==> src/rtl/huffman_pkg.sv <==
// huffman_pkg: shared sizes, FSM encoding, saturation limit and length helper for the Huffman decoder.
package huffman_pkg;
  localparam int SYMS = 10;
  localparam int CW = 9;
  localparam logic [8:0] SYM_MAX = 9'd511;
  typedef enum logic [1:0] {IDLE, RECV, DONE, ERR} state_t;
  function automatic logic [3:0] popcount(input logic [CW-1:0] m);
    return 4'($countones(m));
  endfunction
endpackage

==> src/rtl/huffman_code_match.sv <==
// huffman_code_match: finds the lowest table entry whose code equals the bits collected so far.
module huffman_code_match #(
  parameter int SYMS = huffman_pkg::SYMS,
  parameter int CW = huffman_pkg::CW
) (
  input  logic [CW-1:0] sh,
  input  logic [3:0] cnt,
  input  logic [SYMS-1:0][CW-1:0] codes,
  input  logic [SYMS-1:0][CW-1:0] masks,
  input  logic [SYMS-1:0][3:0] lens,
  output logic hit,
  output logic [3:0] idx
);
  import huffman_pkg::*;
  always_comb begin
    hit = 1'b0;
    idx = '0;
    for (int k = SYMS - 1; k >= 0; k--)
      if (masks[k] != '0 && lens[k] == cnt && (sh & masks[k]) == (codes[k] & masks[k])) begin
        hit = 1'b1;
        idx = 4'(k);
      end
  end
endmodule

==> src/rtl/huffman_decoding.sv <==
// huffman_decoding: serial prefix-code decoder with a loadable code table and stream framing.
module huffman_decoding #(
  parameter int SYMS = huffman_pkg::SYMS,
  parameter int CW = huffman_pkg::CW
) (
  input  logic clk,
  input  logic rst_n,
  input  logic table_load,
  input  logic [CW-1:0] code_0, code_1, code_2, code_3, code_4,
  input  logic [CW-1:0] code_5, code_6, code_7, code_8, code_9,
  input  logic [CW-1:0] code_mask_0, code_mask_1, code_mask_2, code_mask_3, code_mask_4,
  input  logic [CW-1:0] code_mask_5, code_mask_6, code_mask_7, code_mask_8, code_mask_9,
  input  logic in_start,
  input  logic in_valid,
  input  logic in_data,
  input  logic in_gap,
  input  logic in_done,
  output logic [3:0] sym_out,
  output logic sym_valid,
  output logic [8:0] sym_count,
  output logic decode_done,
  output logic decode_error
);
  import huffman_pkg::*;
  logic [9:0][CW-1:0] code_in, mask_in;
  logic [SYMS-1:0][CW-1:0] codes, masks;
  logic [SYMS-1:0][3:0] lens;
  logic [CW-1:0] sh, sh_nx;
  logic [3:0] cnt, cnt_nx, cnt_eff, idx;
  logic hit, fire, err, table_valid;
  state_t state;
  assign code_in = {code_9, code_8, code_7, code_6, code_5, code_4, code_3, code_2, code_1, code_0};
  assign mask_in = {code_mask_9, code_mask_8, code_mask_7, code_mask_6, code_mask_5,
                    code_mask_4, code_mask_3, code_mask_2, code_mask_1, code_mask_0};
  // The incoming bit is folded in first so gap/done see the post-bit count.
  assign sh_nx = in_valid ? {sh[CW-2:0], in_data} : sh;
  assign cnt_nx = in_valid ? cnt + 4'd1 : cnt;
  assign fire = in_valid && hit;
  assign cnt_eff = fire ? '0 : cnt_nx;
  assign err = (in_valid && !hit && cnt_nx == 4'(CW)) || ((in_gap || in_done) && cnt_eff != '0);
  huffman_code_match #(.SYMS(SYMS), .CW(CW)) u_match (
    .sh(sh_nx), .cnt(cnt_nx), .codes(codes), .masks(masks), .lens(lens), .hit(hit), .idx(idx)
  );
  always_ff @(posedge clk) begin
    if (rst_n) begin
      state <= IDLE;
      table_valid <= 1'b0;
      codes <= '0;
      masks <= '0;
      lens <= '0;
      sh <= '0;
      cnt <= '0;
      sym_out <= '0;
      sym_valid <= 1'b0;
      sym_count <= '0;
      decode_done <= 1'b0;
      decode_error <= 1'b0;
    end else begin
      sym_valid <= 1'b0;
      if (state != RECV) begin
        if (table_load) begin
          table_valid <= 1'b1;
          for (int k = 0; k < SYMS; k++) begin
            codes[k] <= code_in[k % 10];
            masks[k] <= mask_in[k % 10];
            lens[k] <= popcount(mask_in[k % 10]);
          end
        end
        if (in_start) begin
          state <= table_valid ? RECV : ERR;
          decode_done <= 1'b0;
          decode_error <= !table_valid;
          if (table_valid) begin
            sh <= '0;
            cnt <= '0;
            sym_count <= '0;
          end
        end
      end else begin
        sh <= fire ? '0 : sh_nx;
        cnt <= cnt_eff;
        if (fire) begin
          sym_out <= idx;
          sym_valid <= 1'b1;
          sym_count <= (sym_count == SYM_MAX) ? sym_count : sym_count + 9'd1;
        end
        if (err) begin
          state <= ERR;
          decode_error <= 1'b1;
        end else if (in_done) begin
          state <= DONE;
          decode_done <= 1'b1;
        end
      end
    end
  end
endmodule

==> config.mk <==
export PLATFORM = sky130hd
export DESIGN_NAME = huffman_decoding
export DESIGN_NICKNAME = d
export VERILOG_FILES = /design/src/rtl/huffman_pkg.sv /design/src/rtl/huffman_code_match.sv /design/src/rtl/huffman_decoding.sv
export SDC_FILE = /design/constraint.sdc
export NUM_CORES = 1
export LEC_CHECK = 0
export ABC_AREA = 0
export BUFFER_PORTS_ARGS = -buffer_cell sky130_fd_sc_hd__buf_2
export CORE_UTILIZATION = 52
export CTS_CLUSTER_SIZE = 12
export DETAILED_ROUTE_END_ITERATION = 12
export PLACE_DENSITY = 0.79
export SYNTH_ARGS = -nofsm -noshare
export SYNTH_HDL_FRONTEND = slang
export SYNTH_HIERARCHICAL = 1
export SYNTH_SLANG_ARGS = --single-unit
==> constraint.sdc <==
create_clock -name clk -period 3.3 [get_ports clk]
set_input_delay 0.165 -clock clk [delete_from_list [all_inputs] [get_ports clk]]
set_output_delay 0.165 -clock clk [all_outputs]
set_load 0.01 [all_outputs]
==> flow_metrics.py, run 1 <==
metrics = {
    "worst_setup_path": {
        "rr_endpoint": "state[1]",
        "worst_r2r_startpoint": "cnt[0]",
        "cp-start-kind": "flop",
        "cp_slowest_cell": "or3_4",
        "crit_chain": "buf_6 > nand4_1 > xnor2_2 > buf_4 > buf_6 > xnor2_2 > nand4_1 > a221o_1 > nor3_4 > nor2_4 > nand4_1 > or3_4 > nor4_4 > a311oi_1 > or3_1 > o22ai_2",
        "path_max_fanout": 5,
        "rrSetupSlack_ps": -120,
        "cpMostUsedCell": "nand4_1",
        "setup.worst_path.end": "state[1]",
        "endpoint_kind": "flop",
        "crit_type": "flop to flop",
        "cp.arrival_ps": 3890,
        "cp_data_required_time_ps": 3770,
        "startpoint": "cnt[0]",
        "r2r_cells": 16,
        "slowest_delay_ps": 480,
    },
    "route": {
        "viasPerCell": 5.58,
        "maxUsedRoutingLayer": "met4",
        "ant_nets": 0,
        "drc_errors": 0,
        "met3WireLength_um": 3610,
        "drtIter0Drc": 1569,
        "drt-met1-wl_um": 16200,
        "drt_wl_total_um": 42600,
        "wl_per_cell_um": 18.1,
        "vias": 13098,
        "wl_met2_um": 20400,
        "drt_pass1_iterations": 9,
    },
    "run_status": {
        "violations": "setup timing",
        "status": "finished, violations left",
    },
    "die": {
        "die_y_um": 160,
        "num_io_pins": 204,
        "fp.dieW_um": 160,
        "rows": 57,
        "core-area_um2": 24400,
        "initial_core_util_pct": 53.2,
        "die_area_um2": 25600,
    },
    "cells_and_area": {
        "layout_commonest_cell": "nand2_1",
        "utilization_pct": 72.3,
        "syn_to_final_growth_pct": 35.9,
        "finalNetCount": 2263,
        "final_cell_area_um2": 17600,
        "drive_above_1_share_pct": 18.4,
        "layout_common_cells": "418 x nand2_1, 250 x dfxtp_1, 218 x a21oi_1, 202 x buf_2, 182 x dlygate4sd3_1",
    },
    "logic_synthesis": {
        "yosysSeqAreaShare_pct": 38.9,
        "ys.warnings.count": 6,
        "syn_area_um2": 13000,
        "synth.avg_cell_area_um2": 8.11,
        "synth_top_area_cell": "dfxtp_1",
        "netlist_instances": 1600,
        "synth_edf_count": 0,
        "synth_async_sr_flop_share_pct": 0,
        "yosysTopAreaCellShare_pct": 38.9,
        "synth_nets": 1861,
        "synthTopCellsByArea": "dfxtp_1 39%, nand2_1 12%, a21oi_1 8.4%, fa_1 7.7%, xor2_1 6.5%",
        "synth_cell_types": 53,
        "ys_ff_latch": 252,
        "synthFlopType": "dfxtp_1",
    },
    "timing": {
        "tns_ps": -384,
        "finalClockSkew_ps": 14.7,
        "timing.fmax_mhz": 293,
        "slew_headroom_pct": 36.3,
        "slew_violations": 0,
        "rsz0062_at_grt": "yes",
        "fin_ws_ps": -118,
        "fin_crit_sh_pct": 104,
        "hold_violations": 0,
        "worst_pin_slew_ps": 956,
        "min_period_ps": 3420,
        "finalSetupViolCount": 9,
    },
    "grt": {
        "grt_overflow": 0,
        "grt_pass1_wl_um": 66800,
        "grt_pass1_vias": 13309,
        "grt_usage_pct": 32.6,
        "grt_max_degree": 84,
        "antenna_found_initial": 1,
    },
    "pwr": {
        "power.total_mw": 8.79,
        "power_density_nw_per_um2": 498,
        "p_leak_nw": 8.16,
        "vdd_drop_max_mv": 0.466,
    },
    "cts": {
        "tritoncts": "yes",
        "cts.sinks": 252,
        "clk_latency_ps": 560,
        "cts-root-buf": "clkbuf_16",
        "htree_levels": 1,
        "max-clock-path-buffers": 3,
        "clk_pin_slew_ps": 60,
        "cts_inserted_buffers": 29,
    },
    "placed_design": {
        "port_buffers": 203,
        "place_hpwl_um": 26700,
        "dpl_cell_area_um2": 14700,
        "place.gp.congestion": 0.883,
    },
    "min_path": {
        "hp-class": "input port to flop",
    },
    "run": {
        "maxCapViolations": 0,
    },
}
-- per-layer routing --
layer	track usage, %	vias to the layer above
met4	18.2	0
li1	-	6035
met2	55.9	730
met5	0	-
met1	38.6	6139
met3	5.66	194
-- worst min-delay path by stage --
stage	slack [ps]	cells past startpoint	start	endpoint
2_1_floorplan	270	1	in_done	state[0]
5_1_grt	80	2	rst_n	sh[7]
6_report	40	2	rst_n	sym_count[0]
3_5_place_dp	410	3	code_6[1]	codes[55]
3_3_place_gp	410	3	code_7[7]	codes[70]
4_1_cts	40	2	rst_n	sym_out[3]
-- cell type report --
type	instances	area (µm²)
multi-input cells	1125	7140
fillers	1636	6750
flip-flops and latches	252	5050
repair buffers	466	3620
clock buffers	41	851
inverters	128	480
well taps	324	405
clock inverters	11	92.6
diodes	1	2.50
-- stage by stage --
| stage | hold WS, ps | worst slack, ps | cells |
|---|---|---|---|
| floorplan | 274 | 93.7 | 1600 |
| global placement | 406 | -115 | 2105 |
| detailed placement | 410 | -178 | 2105 |
| CTS | 39.8 | -3.96 | 2341 |
| global route | 81.4 | -249 | 2348 |
| finish | 42.1 | -118 | 2348 |
-- registers in the layout (all words and copies together), names as in the netlist --
signal / count
sym_valid: 1
state: 2
table_valid: 1
lens: 40
decode_error: 1
sh: 9
sym_count: 9
cnt: 4
codes: 90
sym_out: 4
masks: 90
decode_done: 1
-- power by group --
group / internal (mW) / switching [mW]
Sequential: 3.27 / 0.220
Clock: 1.86 / 1.29
Combinational: 0.996 / 1.15
-- timing repair --
item / in CTS / in global routing
setup buffers: 2 / 6
hold endpoints to repair: 183 / 0
hold buffers: 182 / 0
setup endpoints to repair: 28 / 29
pin swaps: 2 / 16
resized for setup: 10 / 22
-- cell usage after synthesis, types with 11 or more instances --
| master | number |
|---|---|
| a211oi_1 | 14 |
| a22oi_1 | 37 |
| a222oi_1 | 11 |
| nand3_1 | 12 |
| ha_1 | 23 |
| buf_2 | 42 |
| dfxtp_1 | 252 |
| inv_1 | 127 |
| xor2_1 | 96 |
| a21oi_1 | 219 |
| nor4_1 | 19 |
| nand2_1 | 420 |
| clkbuf_1 | 38 |
| nand4_1 | 15 |
| nor2_1 | 79 |
| fa_1 | 50 |
| xnor2_1 | 54 |
-- cell families (layout without fill, tap and decap cells) --
kind of cell	after synthesis	count (layout)	share of synthesized area, %
XOR/XNOR	150	150	10.1
other	0	1	0
AO/OA/AOI/OAI	312	312	14.3
AND/OR/NAND/NOR	576	576	18.3
flip-flops	252	252	38.9
multiplexers	14	14	1.18
buffers and inverters	223	646	7.32
adder cells (fa/ha/maj)	73	73	9.93
-- worst max-delay path: cells and delay by family (launching register included) --
kind	cells	cell delay [ps]
DFF	1	340
buffers and inverters	3	390
xor gates and xnor gates	2	340
AOI/OAI and AO/OA	3	460
and+or+nand+nor	8	1810
No activity file was read; power rests on OpenSTA's default activity.
==> inputs of run 2 (changes only) <==
--- a/config.mk
+++ b/config.mk
@@ -11,6 +11,7 @@
 export CTS_CLUSTER_SIZE = 12
 export DETAILED_ROUTE_END_ITERATION = 12
 export PLACE_DENSITY = 0.79
+export SKIP_CTS_REPAIR_TIMING = 1
 export SYNTH_ARGS = -nofsm -noshare
 export SYNTH_HDL_FRONTEND = slang
 export SYNTH_HIERARCHICAL = 1
==> run 2 against run 1 <==
The flow still finishes with violations (setup timing); highest routed layer unchanged; combinational power hardly changed; worst setup slack improved by 66 ps; sequential power is essentially flat; sequential share of layout area is essentially flat; cell count did not move; critical path depth is the same; non-clock buffer count did not move; power about the same; routed wire length is 0.77% higher; largest cell class unchanged; largest power group unchanged.
==> flow_metrics.py, run 2 (same netlist as run 1, synthesis figures left out) <==
metrics = {
    "run_status": {
        "status": "finished, violations left",
        "violations": "setup timing",
    },
    "worst_setup_path": {
        "r2r_cells": 16,
        "cp-start-kind": "flop",
        "cp_slowest_cell": "or3_4",
        "crit_type": "flop to flop",
        "slowest_delay_ps": 490,
        "endpoint_kind": "flop",
        "cp.arrival_ps": 3830,
        "cpMostUsedCell": "nand4_1",
        "cp_data_required_time_ps": 3770,
        "worst_r2r_startpoint": "cnt[1]",
        "crit_chain": "buf_4 > nand4_1 > xnor2_2 > buf_4 > buf_6 > xnor2_2 > nand4_1 > a221o_1 > nor3_4 > nor2_4 > nand4_1 > or3_4 > nor4_4 > a311oi_1 > or3_1 > o22ai_2",
        "rrSetupSlack_ps": -50,
        "path_max_fanout": 5,
        "rr_endpoint": "state[1]",
    },
    "timing": {
        "slew_violations": 0,
        "fin_crit_sh_pct": 102,
        "rsz0062_at_grt": "yes",
        "fin_ws_ps": -52.3,
        "finalClockSkew_ps": 13.5,
        "worst_pin_slew_ps": 977,
        "finalSetupViolCount": 1,
        "hold_violations": 0,
        "min_period_ps": 3350,
        "timing.fmax_mhz": 298,
        "slew_headroom_pct": 34.8,
    },
    "min_path": {
        "holdPathEnd": "sym_count[0]",
        "hp-class": "input port to flop",
        "worstHoldStart": "rst_n",
        "min_delay_path_depth": 2,
    },
    "cells_and_area": {
        "drive_above_1_share_pct": 18.4,
        "finalNetCount": 2263,
        "final_cells": 2348,
        "layout_commonest_cell": "nand2_1",
        "largestRegisters": "codes (90), masks (90), lens (40)",
        "layout_common_cells": "418 x nand2_1, 250 x dfxtp_1, 218 x a21oi_1, 202 x buf_2, 182 x dlygate4sd3_1",
        "syn_to_final_growth_pct": 35.9,
    },
    "placed_design": {
        "place_ws_ps": -178,
        "place_hpwl_um": 26700,
        "place.gp.congestion": 0.883,
        "dp.cells": 2105,
        "port_buffers": 203,
    },
    "grt": {
        "use_met3_pct": 3.79,
        "grt_pass1_wl_um": 58400,
        "met1_usage_pct": 36.6,
        "grt_overflow": 0,
        "grt_max_degree": 84,
        "grt.busiest_layer": "met2",
        "antenna_found_initial": 1,
        "grt_pass1_vias": 11671,
        "grtUsageMet2_pct": 47.1,
        "grt_usage_pct": 28.2,
    },
    "die": {
        "die_y_um": 160,
        "core-area_um2": 24400,
        "num_io_pins": 204,
        "rows": 57,
        "initial_core_util_pct": 53.2,
        "die_area_um2": 25600,
        "fp.dieW_um": 160,
    },
    "pwr": {
        "seqPwrFrac_pct": 39.7,
        "p_sw_mw": 2.66,
        "clockPowerShare_pct": 35.9,
        "power_density_nw_per_um2": 499,
        "p_leak_nw": 8.16,
        "vdd_drop_max_mv": 0.484,
        "p_int_mw": 6.13,
        "switching_share_pct": 30.3,
        "pwr-share-comb_pct": 24.4,
    },
    "cts": {
        "clk_pin_slew_ps": 60,
        "max-clock-path-buffers": 3,
        "cts-root-buf": "clkbuf_16",
        "cts_inserted_buffers": 29,
        "tritoncts": "yes",
        "clk_latency_ps": 560,
        "cts.sinks": 252,
        "htree_levels": 1,
    },
    "route": {
        "viasPerCell": 5.68,
        "drc_errors": 0,
        "drt_wl_total_um": 42900,
        "ant_nets": 0,
        "vias": 13332,
        "wl_per_cell_um": 18.3,
        "drt_pass1_iterations": 6,
        "drtIter0Drc": 1617,
    },
    "run": {
        "maxCapViolations": 0,
    },
}
## run 2: metal layers
layer	up-vias	wire, µm
li1	6035	-
met2	783	20800
met5	-	0
met4	0	2440
met1	6315	16200
met3	199	3590
## run 2: worst max-delay path: cells and delay by family, from the launching register on
family	cells	cell delay [ps]
compound gates	3	450
simple gates	8	1760
buf+inv	3	390
flops	1	340
xor+xnor	2	340
## run 2: stage by stage
stage                     setup TNS, ps  hold WS [ps]  utilization [%]  power, mW  area, µm²
final                             -52.3          36.3             72.3       8.80      17600
after global routing              -1690          83.7             72.3       9.16      17600
after CTS                         -2790          -164             64.0       8.47      15600
after detailed placement          -1640           410             60.1       5.36      14700
after global placement             -498           406             60.1       5.30      14700
after floorplan                       0           274                -       4.73      13000
## run 2: layout make-up
cell class                      count  area (µm²)
Clock inverter                     11        92.6
Multi-Input combinational cell   1125        7130
Timing Repair Buffer              466        3630
Antenna cell                        1        2.50
Sequential cell                   252        5050
Inverter                          128         480
Clock buffer                       41         851
Fill cell                        1620        6750
Tap cell                          324         405
## run 2: worst max-delay path by stage
stage / startpoint / to / slack, ps / depth (start not counted)
2_1_floorplan: in_valid / sym_count[7] / 90 / 17
3_3_place_gp: in_valid / sym_count[7] / -110 / 15
3_5_place_dp: cnt[1] / state[1] / -180 / 15
4_1_cts: cnt[1] / state[1] / -240 / 15
5_1_grt: cnt[0] / state[1] / -170 / 16
6_report: cnt[1] / state[1] / -50 / 16
## run 2: power groups by stage
stage	Sequential [mW]	Clock, mW	Combinational, mW
detailed placement	3.55	0	1.81
global route	3.51	3.29	2.36
floorplan	3.47	0	1.26
global placement	3.54	0	1.76
CTS	3.48	3.16	1.83
finish	3.49	3.16	2.15
==> inputs of run 3 (changes only) <==
--- a/config.mk
+++ b/config.mk
@@ -11,6 +11,7 @@
 export CTS_CLUSTER_SIZE = 12
 export DETAILED_ROUTE_END_ITERATION = 12
 export PLACE_DENSITY = 0.79
+export RECOVER_POWER = 25
 export SKIP_CTS_REPAIR_TIMING = 1
 export SYNTH_ARGS = -nofsm -noshare
 export SYNTH_HDL_FRONTEND = slang
==> run 3 against run 2 <==
Sequential share of layout area hardly changed; largest power group unchanged; the flow finishes with violations (capacitance limit, slew limit, setup timing); worst hold slack improved by 4.6 ps; critical path depth unchanged; non-clock buffer count unchanged; highest routed layer unchanged; cell count stayed put; combinational power is essentially flat; flip-flop and latch count stayed put; register-to-register slack barely moved; worst setup slack worse by 3.8 ps; die area did not move; clock power is essentially flat; maximum frequency fell by 0.11%; critical path type unchanged.
==> flow_metrics.py, run 3 (same netlist as run 1, synthesis figures left out) <==
metrics = {
    "worst_setup_path": {
        "path_max_fanout": 5,
        "cp.arrival_ps": 3830,
        "crit_type": "flop to flop",
        "cp-start-kind": "flop",
        "cp_data_required_time_ps": 3770,
        "endpoint_kind": "flop",
    },
    "cts": {
        "htree_levels": 1,
        "cts-root-buf": "clkbuf_16",
        "clk_latency_ps": 550,
        "cts_inserted_buffers": 29,
        "tritoncts": "yes",
        "max-clock-path-buffers": 3,
        "clk_pin_slew_ps": 60,
        "cts.sinks": 252,
    },
    "placed_design": {
        "dpl_cell_area_um2": 14700,
        "place_ws_ps": -178,
        "place_hpwl_um": 26700,
        "place.gp.congestion": 0.883,
        "dp.cells": 2105,
        "port_buffers": 203,
    },
    "run_status": {
        "status": "finished, violations left",
        "violations": "capacitance limit, slew limit, setup timing",
    },
    "cells_and_area": {
        "layout_common_cells": "418 x nand2_1, 250 x dfxtp_1, 218 x a21oi_1, 186 x buf_2, 182 x dlygate4sd3_1",
        "largestRegisters": "codes (90), masks (90), lens (40)",
        "finalNetCount": 2263,
        "multiInputGateArea_um2": 7120,
        "syn_to_final_growth_pct": 35.7,
        "final_cell_area_um2": 17600,
        "final_cells": 2348,
        "layout_commonest_cell": "nand2_1",
        "nFillCells": 1635,
        "drive_above_1_share_pct": 17.5,
        "utilization_pct": 72.2,
        "seqCellArea_um2": 5050,
    },
    "grt": {
        "grt_pass1_vias": 11671,
        "grt_max_degree": 84,
        "grt_pass1_wl_um": 58400,
        "antenna_found_initial": 1,
        "grt_usage_pct": 28.2,
        "grt_overflow": 0,
    },
    "route": {
        "drt-met1-wl_um": 16300,
        "wl_met2_um": 20700,
        "viasPerCell": 5.69,
        "wl_per_cell_um": 18.3,
        "vias": 13356,
        "drt_pass1_iterations": 9,
        "drtIter0Drc": 1621,
        "ant_nets": 0,
        "met3WireLength_um": 3520,
        "drt_wl_total_um": 43000,
        "drc_errors": 0,
        "maxUsedRoutingLayer": "met4",
    },
    "die": {
        "rows": 57,
        "initial_core_util_pct": 53.2,
        "core-area_um2": 24400,
        "num_io_pins": 204,
        "die_y_um": 160,
        "fp.dieW_um": 160,
        "die_area_um2": 25600,
    },
    "min_path": {
        "hp-class": "input port to flop",
    },
    "timing": {
        "fin_crit_sh_pct": 102,
        "min_period_ps": 3360,
        "slew_violations": 40,
        "timing.fmax_mhz": 298,
        "tns_ps": -56.0,
        "worst_pin_slew_ps": 2030,
        "rsz0062_at_grt": "yes",
        "hold_violations": 0,
        "finalClockSkew_ps": 12.6,
        "fin_ws_ps": -56.0,
        "finalSetupViolCount": 1,
        "slew_headroom_pct": -35.0,
        "holdWs_ps": 40.9,
    },
    "pwr": {
        "power.total_mw": 8.80,
        "seqPwrFrac_pct": 39.7,
        "p_int_mw": 6.13,
        "power_density_nw_per_um2": 499,
        "switching_share_pct": 30.3,
        "p_sw_mw": 2.66,
        "vdd_drop_max_mv": 0.481,
        "clockPowerShare_pct": 35.9,
        "p_leak_nw": 8.09,
        "pwr-share-comb_pct": 24.4,
    },
    "run": {
        "maxCapViolations": 1,
    },
}
==> run 3: final timing paths <==
| kind | start | end | slack, ps | cells after the start |
|---|---|---|---|---|
| setup / recovery | cnt[1] | state[1] | -60 | 16 |
| hold / removal | rst_n | sym_count[0] | 40 | 2 |
| setup reg to reg | cnt[1] | state[1] | -60 | 16 |
| hold reg to reg | codes[61] | codes[61] | 470 | 2 |
==> run 3: routing by layer <==
metal	GRT usage, %	vias up
met4	12.2	0
met2	47.1	814
met3	3.79	222
met1	36.6	6293
li1	-	6027
met5	0	-
==> run 3: power groups by stage <==
stage	sequential, mW	combinational (mW)	clock (mW)
2_1_floorplan	3.47	1.26	0
4_1_cts	3.48	1.83	3.16
3_3_place_gp	3.54	1.76	0
3_5_place_dp	3.55	1.81	0
5_1_grt	3.51	2.35	3.29
6_report	3.49	2.15	3.15
==> run 3: critical path: stages, from the launching register on <==
cell and delay [ps]:
dfxtp_2 340, buf_4 110, nand4_1 170, xnor2_2 210, buf_4 150, buf_6 130
xnor2_2 130, nand4_1 130, a221o_1 170, nor3_4 70, nor2_4 170, nand4_1 180
or3_4 490, nor4_4 130, a311oi_1 110, or3_1 410, o22ai_2 180
==> run 3: final cells by class <==
type,count,share of cell area [%]
repair buffers,466,20.5
clock buffers,41,4.83
inverters,128,2.73
flip-flops and latches,252,28.7
clock inverters,11,0.526
multi-input cells,1125,40.5
diodes,1,0.0142
well taps,324,2.30
